`src/rtl/mem_port_arbiter.sv`:
```
// Shares one SRAM-like port between instruction fetch and the data stage; one outstanding
// transaction, round-robin on contention, flush cancellation and a response watchdog.
module mem_port_arbiter #(
  parameter int MAX_WAIT = 16
) (
  input  logic        clk,
  input  logic        resetn,
  input  logic        flush,
  input  logic        i_req,
  input  logic [31:0] i_addr,
  output logic [31:0] i_rdata,
  output logic        i_done,
  input  logic        d_req,
  input  logic        d_wr,
  input  logic [3:0]  d_wstrb,
  input  logic [31:0] d_addr,
  input  logic [31:0] d_wdata,
  output logic [31:0] d_rdata,
  output logic        d_done,
  output logic        mem_req,
  output logic        mem_wr,
  output logic [3:0]  mem_wstrb,
  output logic [31:0] mem_addr,
  output logic [31:0] mem_wdata,
  input  logic        mem_addr_ok,
  input  logic        mem_data_ok,
  input  logic [31:0] mem_rdata,
  output logic        stall,
  output logic        bus_err
);
  localparam int CW = $clog2(MAX_WAIT) + 1;

  typedef enum logic [1:0] {IDLE, ADDR, DATA} state_e;

  state_e          state_q, state_d;
  logic            owner_q, owner_d;       // 0 = fetch, 1 = data
  logic            last_gnt_q, last_gnt_d;
  logic            drop_q, drop_d;
  logic [CW-1:0]   cnt_q, cnt_d;
  logic            mem_req_q, mem_req_d;
  logic            mem_wr_q, mem_wr_d;
  logic [3:0]      mem_wstrb_q, mem_wstrb_d;
  logic [31:0]     mem_addr_q, mem_addr_d;
  logic [31:0]     mem_wdata_q, mem_wdata_d;
  logic [31:0]     i_rdata_q, i_rdata_d;
  logic [31:0]     d_rdata_q, d_rdata_d;
  logic            i_done_q, i_done_d;
  logic            d_done_q, d_done_d;
  logic            bus_err_q, bus_err_d;

  logic            i_elig, d_elig, gnt_vld, gnt_owner, timeout;
  logic [CW-1:0]   cnt_inc;

  always_ff @(posedge clk or negedge resetn) begin
    if (!resetn) begin
      state_q     <= IDLE;
      owner_q     <= 1'b0;
      last_gnt_q  <= 1'b0;
      drop_q      <= 1'b0;
      cnt_q       <= '0;
      mem_req_q   <= 1'b0;
      mem_wr_q    <= 1'b0;
      mem_wstrb_q <= '0;
      mem_addr_q  <= '0;
      mem_wdata_q <= '0;
      i_rdata_q   <= '0;
      d_rdata_q   <= '0;
      i_done_q    <= 1'b0;
      d_done_q    <= 1'b0;
      bus_err_q   <= 1'b0;
    end else begin
      state_q     <= state_d;
      owner_q     <= owner_d;
      last_gnt_q  <= last_gnt_d;
      drop_q      <= drop_d;
      cnt_q       <= cnt_d;
      mem_req_q   <= mem_req_d;
      mem_wr_q    <= mem_wr_d;
      mem_wstrb_q <= mem_wstrb_d;
      mem_addr_q  <= mem_addr_d;
      mem_wdata_q <= mem_wdata_d;
      i_rdata_q   <= i_rdata_d;
      d_rdata_q   <= d_rdata_d;
      i_done_q    <= i_done_d;
      d_done_q    <= d_done_d;
      bus_err_q   <= bus_err_d;
    end
  end

  // A requester whose done is high this cycle is still holding its old request.
  always_comb begin
    i_elig    = i_req & ~i_done_q;
    d_elig    = d_req & ~d_done_q;
    cnt_inc   = cnt_q + CW'(1);
    timeout   = (cnt_inc == CW'(MAX_WAIT));
    gnt_vld   = 1'b0;
    gnt_owner = 1'b0;
    state_d   = state_q;
    case (state_q)
      IDLE: begin
        if (!flush && (i_elig || d_elig)) begin
          gnt_vld   = 1'b1;
          gnt_owner = (i_elig && d_elig) ? ~last_gnt_q : d_elig;
          state_d   = ADDR;
        end
      end
      ADDR: begin
        if (timeout)          state_d = IDLE;
        else if (mem_addr_ok) state_d = DATA;
        else if (flush)       state_d = IDLE;
      end
      DATA: begin
        if (mem_data_ok)  state_d = IDLE;
        else if (timeout) state_d = IDLE;
      end
      default: state_d = IDLE;
    endcase
  end

  always_comb begin
    owner_d     = owner_q;
    last_gnt_d  = last_gnt_q;
    drop_d      = drop_q;
    cnt_d       = cnt_q;
    mem_req_d   = mem_req_q;
    mem_wr_d    = mem_wr_q;
    mem_wstrb_d = mem_wstrb_q;
    mem_addr_d  = mem_addr_q;
    mem_wdata_d = mem_wdata_q;
    i_rdata_d   = i_rdata_q;
    d_rdata_d   = d_rdata_q;
    i_done_d    = 1'b0;
    d_done_d    = 1'b0;
    bus_err_d   = 1'b0;
    case (state_q)
      IDLE: begin
        if (gnt_vld) begin
          owner_d    = gnt_owner;
          last_gnt_d = gnt_owner;
          drop_d     = 1'b0;
          cnt_d      = '0;
          mem_req_d  = 1'b1;
          if (gnt_owner) begin
            mem_wr_d    = d_wr;
            mem_wstrb_d = d_wr ? d_wstrb : 4'b0000;
            mem_addr_d  = d_addr;
            mem_wdata_d = d_wdata;
          end else begin
            mem_wr_d    = 1'b0;
            mem_wstrb_d = 4'b0000;
            mem_addr_d  = i_addr;
            mem_wdata_d = '0;
          end
        end
      end
      ADDR: begin
        cnt_d = cnt_inc;
        if (timeout) begin
          bus_err_d = 1'b1;
          mem_req_d = 1'b0;
        end else if (mem_addr_ok) begin
          mem_req_d = 1'b0;
          if (flush) drop_d = 1'b1;
        end else if (flush) begin
          mem_req_d = 1'b0;
        end
      end
      DATA: begin
        cnt_d = cnt_inc;
        if (mem_data_ok) begin
          // A flush seen now or earlier swallows the response.
          if (!(drop_q || flush)) begin
            if (owner_q) begin
              d_done_d = 1'b1;
              if (!mem_wr_q) d_rdata_d = mem_rdata;
            end else begin
              i_done_d  = 1'b1;
              i_rdata_d = mem_rdata;
            end
          end
        end else begin
          if (flush) drop_d = 1'b1;
          if (timeout) bus_err_d = 1'b1;
        end
      end
      default: ;
    endcase
  end

  assign mem_req   = mem_req_q;
  assign mem_wr    = mem_wr_q;
  assign mem_wstrb = mem_wstrb_q;
  assign mem_addr  = mem_addr_q;
  assign mem_wdata = mem_wdata_q;
  assign i_rdata   = i_rdata_q;
  assign d_rdata   = d_rdata_q;
  assign i_done    = i_done_q;
  assign d_done    = d_done_q;
  assign bus_err   = bus_err_q;
  assign stall     = (i_req & ~i_done_q) | (d_req & ~d_done_q);
endmodule

```
`config.mk`:
```
export PLATFORM = sky130hd
export DESIGN_NAME = mem_port_arbiter
export DESIGN_NICKNAME = d
export VERILOG_FILES = /design/src/rtl/mem_port_arbiter.sv
export SDC_FILE = /design/constraint.sdc
export NUM_CORES = 1
export LEC_CHECK = 0
export BUFFER_PORTS_ARGS = -buffer_cell sky130_fd_sc_hd__buf_2
export CAP_MARGIN = 20
export CORE_ASPECT_RATIO = 0.9
export CORE_MARGIN = 2
export CORE_UTILIZATION = 45
export CTS_BUF_LIST = sky130_fd_sc_hd__clkbuf_16
export CTS_CLUSTER_SIZE = 30
export DETAILED_ROUTE_END_ITERATION = 10
export GPL_ROUTABILITY_DRIVEN = 1
export GPL_TIMING_DRIVEN = 0
export PLACE_DENSITY = 0.77
export SYNTH_ARGS = -nofsm -noshare
export SYNTH_HDL_FRONTEND = slang
export SYNTH_SLANG_ARGS = --single-unit
```
`constraint.sdc`:
```
create_clock -name clk -period 3.4 [get_ports clk]
set_input_delay 0.68 -clock clk [delete_from_list [all_inputs] [get_ports clk]]
set_output_delay 0.68 -clock clk [all_outputs]
set_load 0.005 [all_outputs]
```
# Word-level counts from Yosys, hierarchy flattened
# Index checks and enable logic that the tools add are counted.
dict set report op_classes {
  addsub 1
  n_mul 0
  n_div 0
  magnitude_cmp 0
  n_eq_ne 10
  n_shift 0
  mux 41
  bitwise_logic 8
  reduce_logical 17
}
# operator n
set op_table {}
lappend op_table {{$mux W32} 2}
lappend op_table {{$mux W1} 25}
lappend op_table {{$mux W2} 6}
lappend op_table {{$ne A2 B2 Y1 const B} 5}
lappend op_table {{$pmux W5 S2} 1}
lappend op_table {{$reduce_and A5 Y1} 2}
lappend op_table {{$mux W4} 2}
lappend op_table {{$pmux W2 S3} 1}
lappend op_table {{$reduce_and A3 Y1} 2}
lappend op_table {{$add A5 B1 Y5 const B} 1}
lappend op_table {{$eq A5 B5 Y1 const B} 1}
lappend op_table {{$mux W5} 1}
lappend op_table {{$not A1 Y1} 5}
lappend op_table {{$ne A4 B4 Y1 const B} 1}
lappend op_table {{$pmux W1 S2} 2}
lappend op_table {{$reduce_and A2 Y1} 2}
lappend op_table {{$reduce_and A4 Y1} 1}
lappend op_table {{$reduce_bool A2 Y1} 2}
lappend op_table {{$ne A3 B3 Y1 const B} 1}
lappend op_table {{$pmux W1 S3} 1}
lappend op_table {{$reduce_bool A3 Y1} 1}
lappend op_table {{$and A1 B1 Y1} 2}
lappend op_table {{$eq A2 B1 Y1 const B} 1}
lappend op_table {{$eq A2 B2 Y1 const B} 1}
lappend op_table {{other kinds (6)} 8}
dict set report totals {
  reg_bits 146
  latchBits 0
  mem_bits_rw 0
  rom_bits 0
  inputBits 140
  out_inout_bits 138
  wordCells 91
  memories 0
}

# Depth between registers and ports, before layout
# Gate-level depths: netlist (run 1).
dict set report depth {
  depth_word 8
  depth_mapped 8
  ltp_nobuf 7
}

# Worst setup path after synthesis (run 1)
# Ideal clock, no wire load.
dict set report synth_path {
  path_kind {input -> register}
  start {input port mem_data_ok}
  end {register d_rdata_q[10] (netlist: d_rdata[10])}
  setup_time_ps 125
  arrival_time_ps 1697
  required_time_ps 3275
  slack_ps 1578
  stages 6
  path_buffers 2
  path_cell_list {nand2_1 -> nor4b_4 -> nand2b_1 -> buf_6 -> buf_12 -> mux2_4}
}
dict set report synth_between {
  elab_chain_len 1
}
# element line
set synth_lines {}
lappend synth_lines {{start, declared} 26} ;# input logic mem_data_ok,
lappend synth_lines {{$reduce_and A5 Y1 (no source line)} -}
lappend synth_lines {{end signal, assigned} 83} ;# d_rdata_q <= d_rdata_d;
lappend synth_lines {{end, declared} 46} ;# logic [31:0] d_rdata_q, d_rdata_d;
# No other way between the ends.
# A chain may end at the register's enable or synchronous reset.

# Worst setup path after layout (run 1)
dict set report layout_path {
  start {register state_q[0]}
  end {register i_rdata_q[12] (netlist: i_rdata[12])}
}
dict set report layout_between {
  elab_chain_len 2
}
# element line
set layout_lines {}
lappend layout_lines {{start, declared} 35} ;# state_e state_q, state_d;
lappend layout_lines {{start signal, assigned} 72} ;# state_q <= state_d;
lappend layout_lines {{$eq A2 B2 Y1} 135} ;# case (state_q)
lappend layout_lines {{$reduce_and A4 Y1 (no source line)} -}
lappend layout_lines {{end signal, assigned} 82} ;# i_rdata_q <= i_rdata_d;
lappend layout_lines {{end, declared} 45} ;# logic [31:0] i_rdata_q, i_rdata_d;
# No other way between the ends.

==> results of run 1 <==
==> registers in the layout, summed over array words and instances, names as in the netlist, 2 cells and up <==
register   flops
mem_addr      32
state_q        2
cnt_q          5
mem_wstrb      4
i_rdata       32
mem_wdata     32
d_rdata       32
==> layout make-up <==
cell class / instances / area (um2)
fill: 1066 / 4965
sequential: 146 / 3654
multi-input combinational: 321 / 2318
timing repair buffer: 278 / 1420
clock buffer: 17 / 425.4
tap: 168 / 210.2
buffer: 31 / 209.0
clock inverter: 14 / 190.2
inverter: 5 / 18.77
antenna: 1 / 2.502
==> routing by layer <==
layer	global-route usage [%]	vias up	wire, um
met1	25.97	2393	6678
met3	7.725	20	1309
met2	39.68	200	8216
li1	-	2332	-
met4	7.839	0	265
met5	0	-	0
==> cell families after synthesis <==
kind of cell               Yosys count
and+or+nand+nor                    130
DFF                                146
muxes                               98
AOI/OAI and AO/OA                   88
buffers and inverters               36
adders and majority gates            5
==> worst paths after layout <==
kind | cells past startpoint | slack, ns | from | end
max in group asynchronous | 2 | 2.36 | resetn | d_rdata[13]
worst max-delay path | 6 | 1.35 | state_q[0] | i_rdata[12]
worst min-delay path | 1 | 0.20 | resetn | mem_wdata[7]
worst max register to register | 6 | 1.35 | state_q[0] | i_rdata[12]
worst min register to register | 2 | 0.47 | mem_addr[6] | mem_addr[6]
min in group clk | 2 | 0.47 | mem_addr[6] | mem_addr[6]
==> cell usage in the layout, fill, tap and decap left out, types with 2 or more instances in the layout <==
cell,count
nand3_1,5
nor3b_1,2
buf_4,6
a221o_1,2
a21oi_1,4
nand4b_1,3
clkinv_4,2
mux2_4,30
clkbuf_16,17
buf_2,287
clkbuf_1,8
clkinvlp_4,3
mux2_2,34
buf_1,2
inv_1,7
o21ai_0,67
a22o_1,4
nand2_1,103
nand2b_1,4
dfrtp_1,146
buf_12,3
ha_1,5
o2bb2ai_1,2
and3_1,3
inv_6,2
bufinv_16,4
nor2_1,5
buf_6,2
mux2i_1,33
==> stage by stage <==
stage          utilization (%)  hold WS [ns]
2_1_floorplan                -        0.3844
3_3_place_gp             58.13        0.4556
3_5_place_dp             58.38        0.4657
4_1_cts                  62.97        0.2053
5_1_grt                  62.97        0.2174
6_report                 62.99        0.1982
==> worst reg2reg max path: cells and delay by family (launching register included) <==
kind | cells | cell delay [ns]
muxes | 1 | 0.37
and+or+nand+nor | 2 | 0.61
adders and majority gates | 1 | 0.16
buffers and inverters | 2 | 0.40
DFF | 1 | 0.41
==> power breakdown <==
group          leakage, nW  switching [mW]  internal, mW
combinational         2.45            1.08          1.11
sequential            1.91           0.395          2.42
clock                0.298           0.716          1.22
total                 4.66            2.19          4.75
==> metrics.txt, run 1 <==
# TYPE chip_impl_metric gauge
chip_impl_info{name="status",value="complete, no violations"} 1
chip_impl_info{name="yosys.cell_count.top_type",value="dfrtp_1"} 1
chip_impl_metric{name="clock-sinks",unit=""} 146
chip_impl_metric{name="report.final.slew_viol_count",unit=""} 0
chip_impl_metric{name="post_layout_nonfiller_instances",unit=""} 981
chip_impl_metric{name="grt_max_degree",unit=""} 99
chip_impl_metric{name="core_area",unit="um2"} 13410
chip_impl_metric{name="drt_pre_antenna_iters",unit=""} 4
chip_impl_metric{name="cp_data_required_time",unit="ns"} 3.70
chip_impl_metric{name="setup_ws",unit="ns"} 1.353
chip_impl_metric{name="worstPathBufferInverterCount",unit=""} 2
chip_impl_metric{name="drt-initial-drc-count",unit=""} 220
chip_impl_metric{name="die_area",unit="um2"} 14730
chip_impl_metric{name="route.detailed.drc",unit=""} 0
chip_impl_info{name="critical-path-slowest-cell",value="nor4_4"} 1
chip_impl_info{name="critical_path_sink_type",value="flip-flop"} 1
chip_impl_metric{name="finalSetupTns",unit="ns"} 0
chip_impl_metric{name="synth-adder-area-share",unit="%"} 1.009
chip_impl_metric{name="pwr_density_cell",unit="nW/um2"} 821.1
chip_impl_metric{name="vdd_ir_drop_max",unit="mV"} 0.4709
chip_impl_metric{name="netlist.area_leader.share",unit="%"} 58.93
chip_impl_metric{name="drive_gt1_share",unit="%"} 48.65
chip_impl_metric{name="portBuffers",unit=""} 277
chip_impl_metric{name="finalWorstPathRequiredPeriod",unit="ns"} 2.047
chip_impl_metric{name="overflow",unit=""} 0
chip_impl_metric{name="ctsHoldBuffers",unit=""} 0
chip_impl_info{name="synth_commonest_cells",value="dfrtp_1 (146), nand2_1 (103), o21ai_0 (67), mux2_2 (34), mux2i_1 (33)"} 1
chip_impl_metric{name="dpl_worst_slack",unit="ns"} 1.112
chip_impl_metric{name="avgSynthCellArea",unit="um2"} 12.33
chip_impl_metric{name="detailedPlacementHpwl",unit="mm"} 12.41
chip_impl_metric{name="count_of_h_tree_levels_built_during_cts",unit=""} 4
chip_impl_info{name="worst_setup_sp_type",value="flip-flop"} 1
chip_impl_metric{name="max_slew_margin",unit="%"} 65.67
chip_impl_metric{name="placedCellCount",unit=""} 949
chip_impl_info{name="yosys_most_used_dff",value="dfrtp_1"} 1
chip_impl_info{name="synthDominantAreaCellType",value="dfrtp_1"} 1
chip_impl_info{name="hold_crit_class",value="input pin to async pin"} 1
chip_impl_metric{name="post_synth_inst_count",unit=""} 503
chip_impl_metric{name="global_route_wire_length_before_repair",unit="mm"} 25.47
chip_impl_metric{name="hold_viol",unit=""} 0
chip_impl_metric{name="floorplan.initialDensity",unit="%"} 46.22
chip_impl_metric{name="initial_antenna_violation_count",unit=""} 1
chip_impl_metric{name="synth_area",unit="um2"} 6200
chip_impl_metric{name="cap_violations",unit=""} 0
chip_impl_metric{name="final.setup_skew",unit="ns"} 0.009598
chip_impl_info{name="synth_top_family_by_area",value="multiplexers"} 1
chip_impl_info{name="rsz0062_at_grt",value="false"} 1
chip_impl_metric{name="detailroute.via_count",unit=""} 4945
chip_impl_metric{name="io_pins",unit=""} 278
chip_impl_metric{name="post_drt_wl_per_cell",unit="um"} 16.79
chip_impl_metric{name="tightest_slew",unit="ns"} 0.5111
chip_impl_metric{name="yosys.area_share.simple",unit="%"} 9.364
chip_impl_metric{name="critPathMaxStageDelay",unit="ns"} 0.43
chip_impl_metric{name="critical_path_peak_fanout",unit=""} 10
chip_impl_metric{name="synth.net_count",unit=""} 648
chip_impl_metric{name="clk_pin_slew",unit="ns"} 0.06
chip_impl_metric{name="worst_ep_arrival_time",unit="ns"} 2.34
chip_impl_metric{name="synth-xor-area-share",unit="%"} 0
chip_impl_metric{name="detail_route.wirelength",unit="mm"} 16.47
chip_impl_metric{name="synth_sequential_area_ratio",unit="%"} 58.93
chip_impl_metric{name="area_growth_from_synthesis_to_layout",unit="%"} 36.27
chip_impl_metric{name="finalInstanceArea",unit="um2"} 8448
chip_impl_info{name="critical_path_class",value="flip-flop to flip-flop"} 1
chip_impl_metric{name="totalPowerFinal",unit="mW"} 6.937
chip_impl_metric{name="post-route-period-util",unit="%"} 60.20
chip_impl_metric{name="static-leakage-power",unit="nW"} 4.658
chip_impl_metric{name="place_congestion",unit=""} 0.8623
chip_impl_metric{name="cts_repair_resize_count",unit=""} 0
chip_impl_metric{name="postSynthRegisterBits",unit=""} 146
chip_impl_metric{name="post_cts.repair.setup_buffers",unit=""} 0
chip_impl_metric{name="ys_warn_count",unit=""} 0
chip_impl_metric{name="synth-edff-count",unit=""} 0
chip_impl_metric{name="share_of_the_synthesized_area_in_compound_gates_ao_oa_aoi_oai",unit="%"} 8.073
chip_impl_info{name="netlist_top_cells_area",value="dfrtp_1 (59%), mux2_4 (7.3%), nand2_1 (6.2%)"} 1
chip_impl_metric{name="grt_util_all_layers",unit="%"} 22.59
chip_impl_metric{name="grt_pass1_vias",unit=""} 4936
chip_impl_metric{name="cts_buffers",unit=""} 17
chip_impl_metric{name="die-height",unit="um"} 115.4
chip_impl_metric{name="finalNetCount",unit=""} 945
chip_impl_info{name="crit_path_cell_trace",value="inv_1, ha_1, nand2_1, nor4_4, buf_4, mux2_2"} 1
chip_impl_metric{name="synth-async-reset-ratio",unit="%"} 100.0
chip_impl_metric{name="synth.mux.area_fraction",unit="%"} 18.95
chip_impl_info{name="root_buffer",value="clkbuf_16"} 1
chip_impl_metric{name="clock_latency",unit="ns"} 0.41
chip_impl_info{name="worst_path_dominant_cell_family",value="simple AND/OR/NAND/NOR gates"} 1
chip_impl_metric{name="dpl_cell_area",unit="um2"} 7830
chip_impl_metric{name="placementRows",unit=""} 40
chip_impl_info{name="tritoncts_clock_tree",value="yes"} 1
chip_impl_metric{name="synth_cell_types",unit=""} 39
chip_impl_metric{name="die_x",unit="um"} 127.7
chip_impl_metric{name="report.final.setup_viol",unit=""} 0
chip_impl_metric{name="antenna_violating_nets_post_route",unit=""} 0
chip_impl_metric{name="ratio_of_routed_vias_to_standard_cells",unit=""} 5.041
chip_impl_metric{name="ctsLongestPathBuffers",unit=""} 2
chip_impl_metric{name="fmax",unit="MHz"} 488.6
(Power assumes the default switching activity.)
==> run 2: changes to the inputs <==
Settings changed: ABC_AREA from default to 1.
Clock period 3.4 ns to 2 ns, I/O delays scaled along.
==> run 2 against run 1 <==
  * Combinational power rose by 82%
  * Total power rose by 73%
  * Fmax rose by 17%
  * Via count rose by 16%
  * Final cell count rose by 18%
  * Clock-buffer cell count did not move
  * First-iteration DRC count rose by 20%
  * Routed wire length rose by 9.2%
  * Cell area rose by 0.76%
==> metrics.txt, run 2 <==
# TYPE chip_impl_metric gauge
chip_impl_info{name="critical_path_sink_type",value="flip-flop"} 1
chip_impl_metric{name="portBuffers",unit=""} 277
chip_impl_metric{name="post_drt_wl_per_cell",unit="um"} 15.57
chip_impl_metric{name="die_area",unit="um2"} 14890
chip_impl_metric{name="overflow",unit=""} 0
chip_impl_metric{name="placementRows",unit=""} 40
chip_impl_metric{name="grt_pass1_vias",unit=""} 5507
chip_impl_metric{name="placedCellCount",unit=""} 1122
chip_impl_metric{name="area_growth_from_synthesis_to_layout",unit="%"} 35.84
chip_impl_info{name="rsz0062_at_grt",value="false"} 1
chip_impl_metric{name="cells_on_worst_reg2reg_path",unit=""} 8
chip_impl_metric{name="dpl_worst_slack",unit="ns"} 0.2576
chip_impl_info{name="netlist_top_cells_area",value="dfrtp_1 (58%), nand2_1 (12%), o21ai_1 (5.2%)"} 1
chip_impl_metric{name="count_of_h_tree_levels_built_during_cts",unit=""} 4
chip_impl_metric{name="fmax",unit="MHz"} 573.5
chip_impl_metric{name="max_slew_margin",unit="%"} 59.07
chip_impl_metric{name="cts_buffers",unit=""} 17
chip_impl_metric{name="final.setup_skew",unit="ns"} 0.008871
chip_impl_info{name="setup.worst_path.start",value="state_q[0]"} 1
chip_impl_metric{name="diodes",unit=""} 0
chip_impl_info{name="critical-path-slowest-cell",value="dfrtp_1"} 1
chip_impl_metric{name="report.final.slew_viol_count",unit=""} 0
chip_impl_metric{name="timing.critical_path.depth",unit=""} 8
chip_impl_info{name="worstReg2RegStart",value="state_q[0]"} 1
chip_impl_info{name="crit_path_cell_trace",value="inv_1, ha_1, nand2_2, nor3_2, inv_2, buf_6, nand2_1, o21ai_2"} 1
chip_impl_info{name="layout_commonest_cell",value="buf_2"} 1
chip_impl_metric{name="synth_sequential_area_ratio",unit="%"} 58.31
chip_impl_metric{name="synth_cell_types",unit=""} 26
chip_impl_info{name="critical_path.reg2reg.endpoint",value="i_rdata[27]"} 1
chip_impl_metric{name="ys_warn_count",unit=""} 0
chip_impl_metric{name="cp_data_required_time",unit="ns"} 2.31
chip_impl_metric{name="finalSetupTns",unit="ns"} 0
chip_impl_info{name="worst_setup_sp_type",value="flip-flop"} 1
chip_impl_metric{name="detail_route.wirelength",unit="mm"} 17.98
chip_impl_info{name="hold_crit_class",value="input pin to flip-flop"} 1
chip_impl_metric{name="critPathMaxStageDelay",unit="ns"} 0.42
chip_impl_metric{name="post_synth_inst_count",unit=""} 676
chip_impl_info{name="worst_path_dominant_cell_family",value="simple AND/OR/NAND/NOR gates"} 1
chip_impl_metric{name="finalWorstPathRequiredPeriod",unit="ns"} 1.744
chip_impl_metric{name="post_layout_nonfiller_instances",unit=""} 1155
chip_impl_metric{name="ratio_of_routed_vias_to_standard_cells",unit=""} 4.968
chip_impl_metric{name="initial_antenna_violation_count",unit=""} 0
chip_impl_metric{name="place_congestion",unit=""} 0.8421
chip_impl_metric{name="synth-async-reset-ratio",unit="%"} 100.0
chip_impl_metric{name="detailroute.via_count",unit=""} 5738
chip_impl_metric{name="detailedPlacementHpwl",unit="mm"} 13.33
chip_impl_metric{name="grt_util_all_layers",unit="%"} 24.55
chip_impl_metric{name="worstPathBufferInverterCount",unit=""} 3
chip_impl_info{name="yosys_most_used_dff",value="dfrtp_1"} 1
chip_impl_metric{name="synth.net_count",unit=""} 821
chip_impl_metric{name="vdd_ir_drop_max",unit="mV"} 0.8999
chip_impl_metric{name="route.detailed.drc",unit=""} 0
chip_impl_metric{name="core_utilization_of_the_finished_layout",unit="%"} 63.22
chip_impl_metric{name="ctsLongestPathBuffers",unit=""} 2
chip_impl_metric{name="finalNetCount",unit=""} 1119
chip_impl_info{name="root_buffer",value="clkbuf_16"} 1
chip_impl_metric{name="report.final.setup_viol",unit=""} 0
chip_impl_metric{name="static-leakage-power",unit="nW"} 4.806
chip_impl_metric{name="drive_gt1_share",unit="%"} 39.31
chip_impl_info{name="synthDominantAreaCellType",value="dfrtp_1"} 1
chip_impl_info{name="critical_path_class",value="flip-flop to flip-flop"} 1
chip_impl_metric{name="die-height",unit="um"} 115.9
chip_impl_metric{name="io_pins",unit=""} 278
chip_impl_metric{name="synth-edff-count",unit=""} 0
chip_impl_metric{name="critical_path_peak_fanout",unit=""} 10
chip_impl_metric{name="pwr_density_cell",unit="nW/um2"} 1414
chip_impl_metric{name="finalInstanceArea",unit="um2"} 8512
chip_impl_metric{name="core_area",unit="um2"} 13460
chip_impl_metric{name="global_route_wire_length_before_repair",unit="mm"} 28.23
chip_impl_metric{name="clock-sinks",unit=""} 146
chip_impl_metric{name="post-route-period-util",unit="%"} 87.19
chip_impl_metric{name="floorplan.initialDensity",unit="%"} 46.54
chip_impl_metric{name="dpl_cell_area",unit="um2"} 7896
chip_impl_info{name="tritoncts_clock_tree",value="yes"} 1
chip_impl_metric{name="worst_ep_arrival_time",unit="ns"} 2.05
chip_impl_metric{name="postSynthRegisterBits",unit=""} 146
chip_impl_info{name="yosys.cell_count.top_type",value="nand2_1"} 1
chip_impl_info{name="synth_commonest_cells",value="nand2_1 (195), dfrtp_1 (146), o21ai_1 (65), inv_1 (52), nand3_1 (41)"} 1
chip_impl_info{name="mostFrequentLayoutCells",value="buf_2 (290), nand2_1 (195), dfrtp_1 (146)"} 1
chip_impl_metric{name="tightest_slew",unit="ns"} 0.6139
chip_impl_metric{name="avgSynthCellArea",unit="um2"} 9.269
chip_impl_metric{name="netlist.area_leader.share",unit="%"} 58.31
chip_impl_metric{name="grt_max_degree",unit=""} 84
chip_impl_metric{name="cap_violations",unit=""} 0
chip_impl_metric{name="drt-initial-drc-count",unit=""} 265
chip_impl_metric{name="setup_ws",unit="ns"} 0.2562
chip_impl_metric{name="clk_pin_slew",unit="ns"} 0.06
chip_impl_metric{name="synth_area",unit="um2"} 6266
chip_impl_metric{name="hold_viol",unit=""} 0
chip_impl_info{name="status",value="complete, no violations"} 1
chip_impl_metric{name="die_x",unit="um"} 128.4
chip_impl_metric{name="clock_latency",unit="ns"} 0.42
chip_impl_info{name="min-delay-start",value="d_wdata[9]"} 1
chip_impl_metric{name="timing.reg2reg.setup_slack",unit="ns"} 0.26
chip_impl_metric{name="antenna_violating_nets_post_route",unit=""} 0
chip_impl_metric{name="drt_pre_antenna_iters",unit=""} 4
chip_impl_info{name="cp-endpoint",value="i_rdata[27]"} 1
[run 2: changes by cell type in the layout (fill, tap and decap cells not counted), sizes merged, moves of 4 or more]
cell    change
a22o        -4
buf         +9
inv        +50
mux2       -65
mux2i      -33
nand2      +96
nand2b      -4
nand3      +37
nand4       +4
nor2       +35
o21ai      +70
[run 2: worst min path at each step]
| stage | end | depth (start not counted) | slack, ns |
|---|---|---|---|
| after global placement | mem_req | 2 | 0.46 |
| after global routing | mem_wdata[11] | 3 | 0.19 |
| after detailed placement | mem_addr[26] | 1 | 0.42 |
| final | mem_wdata[9] | 3 | 0.20 |
| after CTS | mem_wdata[21] | 3 | 0.19 |
| after floorplan | bus_err | 0 | 0.10 |
[run 2: metrics by stage]
stage | total power, mW | hold WS (ns)
finish | 12.03 | 0.2028
global route | 12.92 | 0.1878
floorplan | 6.855 | 0.1044
detailed placement | 8.848 | 0.4215
global placement | 8.699 | 0.4569
CTS | 12.14 | 0.1871
[run 2: timing repair]
action                                 in CTS  in global routing
endpoints found under the hold margin      63                  0
buffers inserted                            0                  0
gates resized for setup                     0                  0
hold buffers                                1                  0
[run 2: layer usage]
metal | track usage, % | share of wire (%) | wire length, um
met5 | 0 | 0 | 0
met4 | 7.619 | 1.4 | 252
met3 | 8.864 | 8.9 | 1598
met2 | 41.35 | 49 | 8765
met1 | 29.75 | 41 | 7366
[run 2: final cells by class]
cell class,instances,area (um2)
Clock buffer,17,425.4
Fill cell,1166,4951
Clock inverter,15,180.2
Multi-Input combinational cell,437,2127
Buffer,37,272.8
Inverter,56,212.7
Sequential cell,146,3654
Tap cell,168,210.2
Timing Repair Buffer,279,1430
[run 2: where the power goes]
| group | switching [mW] | total (mW) | internal (mW) |
|---|---|---|---|
| Combinational | 2.22 | 3.99 | 1.77 |
| Clock | 1.27 | 3.24 | 1.97 |
| Sequential | 0.654 | 4.80 | 4.14 |
| Total | 4.15 | 12.0 | 7.88 |
[run 2: cells by family (layout without fill, tap and decap cells)]
group / count (synthesis) / count (layout) / synth area share [%]
AND/OR/NAND/NOR: 288 / 288 / 19.17
adder cells (fa/ha/maj): 5 / 5 / 0.9984
flip-flops: 146 / 146 / 58.31
buffers and inverters: 93 / 404 / 7.748
XOR/XNOR: 1 / 1 / 0.1398
AO/OA/AOI/OAI: 143 / 143 / 13.64
[run 2: worst reg2reg max path: stages, from the launching register on]
cell and delay, ns:
dfrtp_1 0.42, inv_1 0.10, ha_1 0.18, nand2_2 0.10, nor3_2 0.30, inv_2 0.19, buf_6 0.19, nand2_1 0.10
o21ai_2 0.06
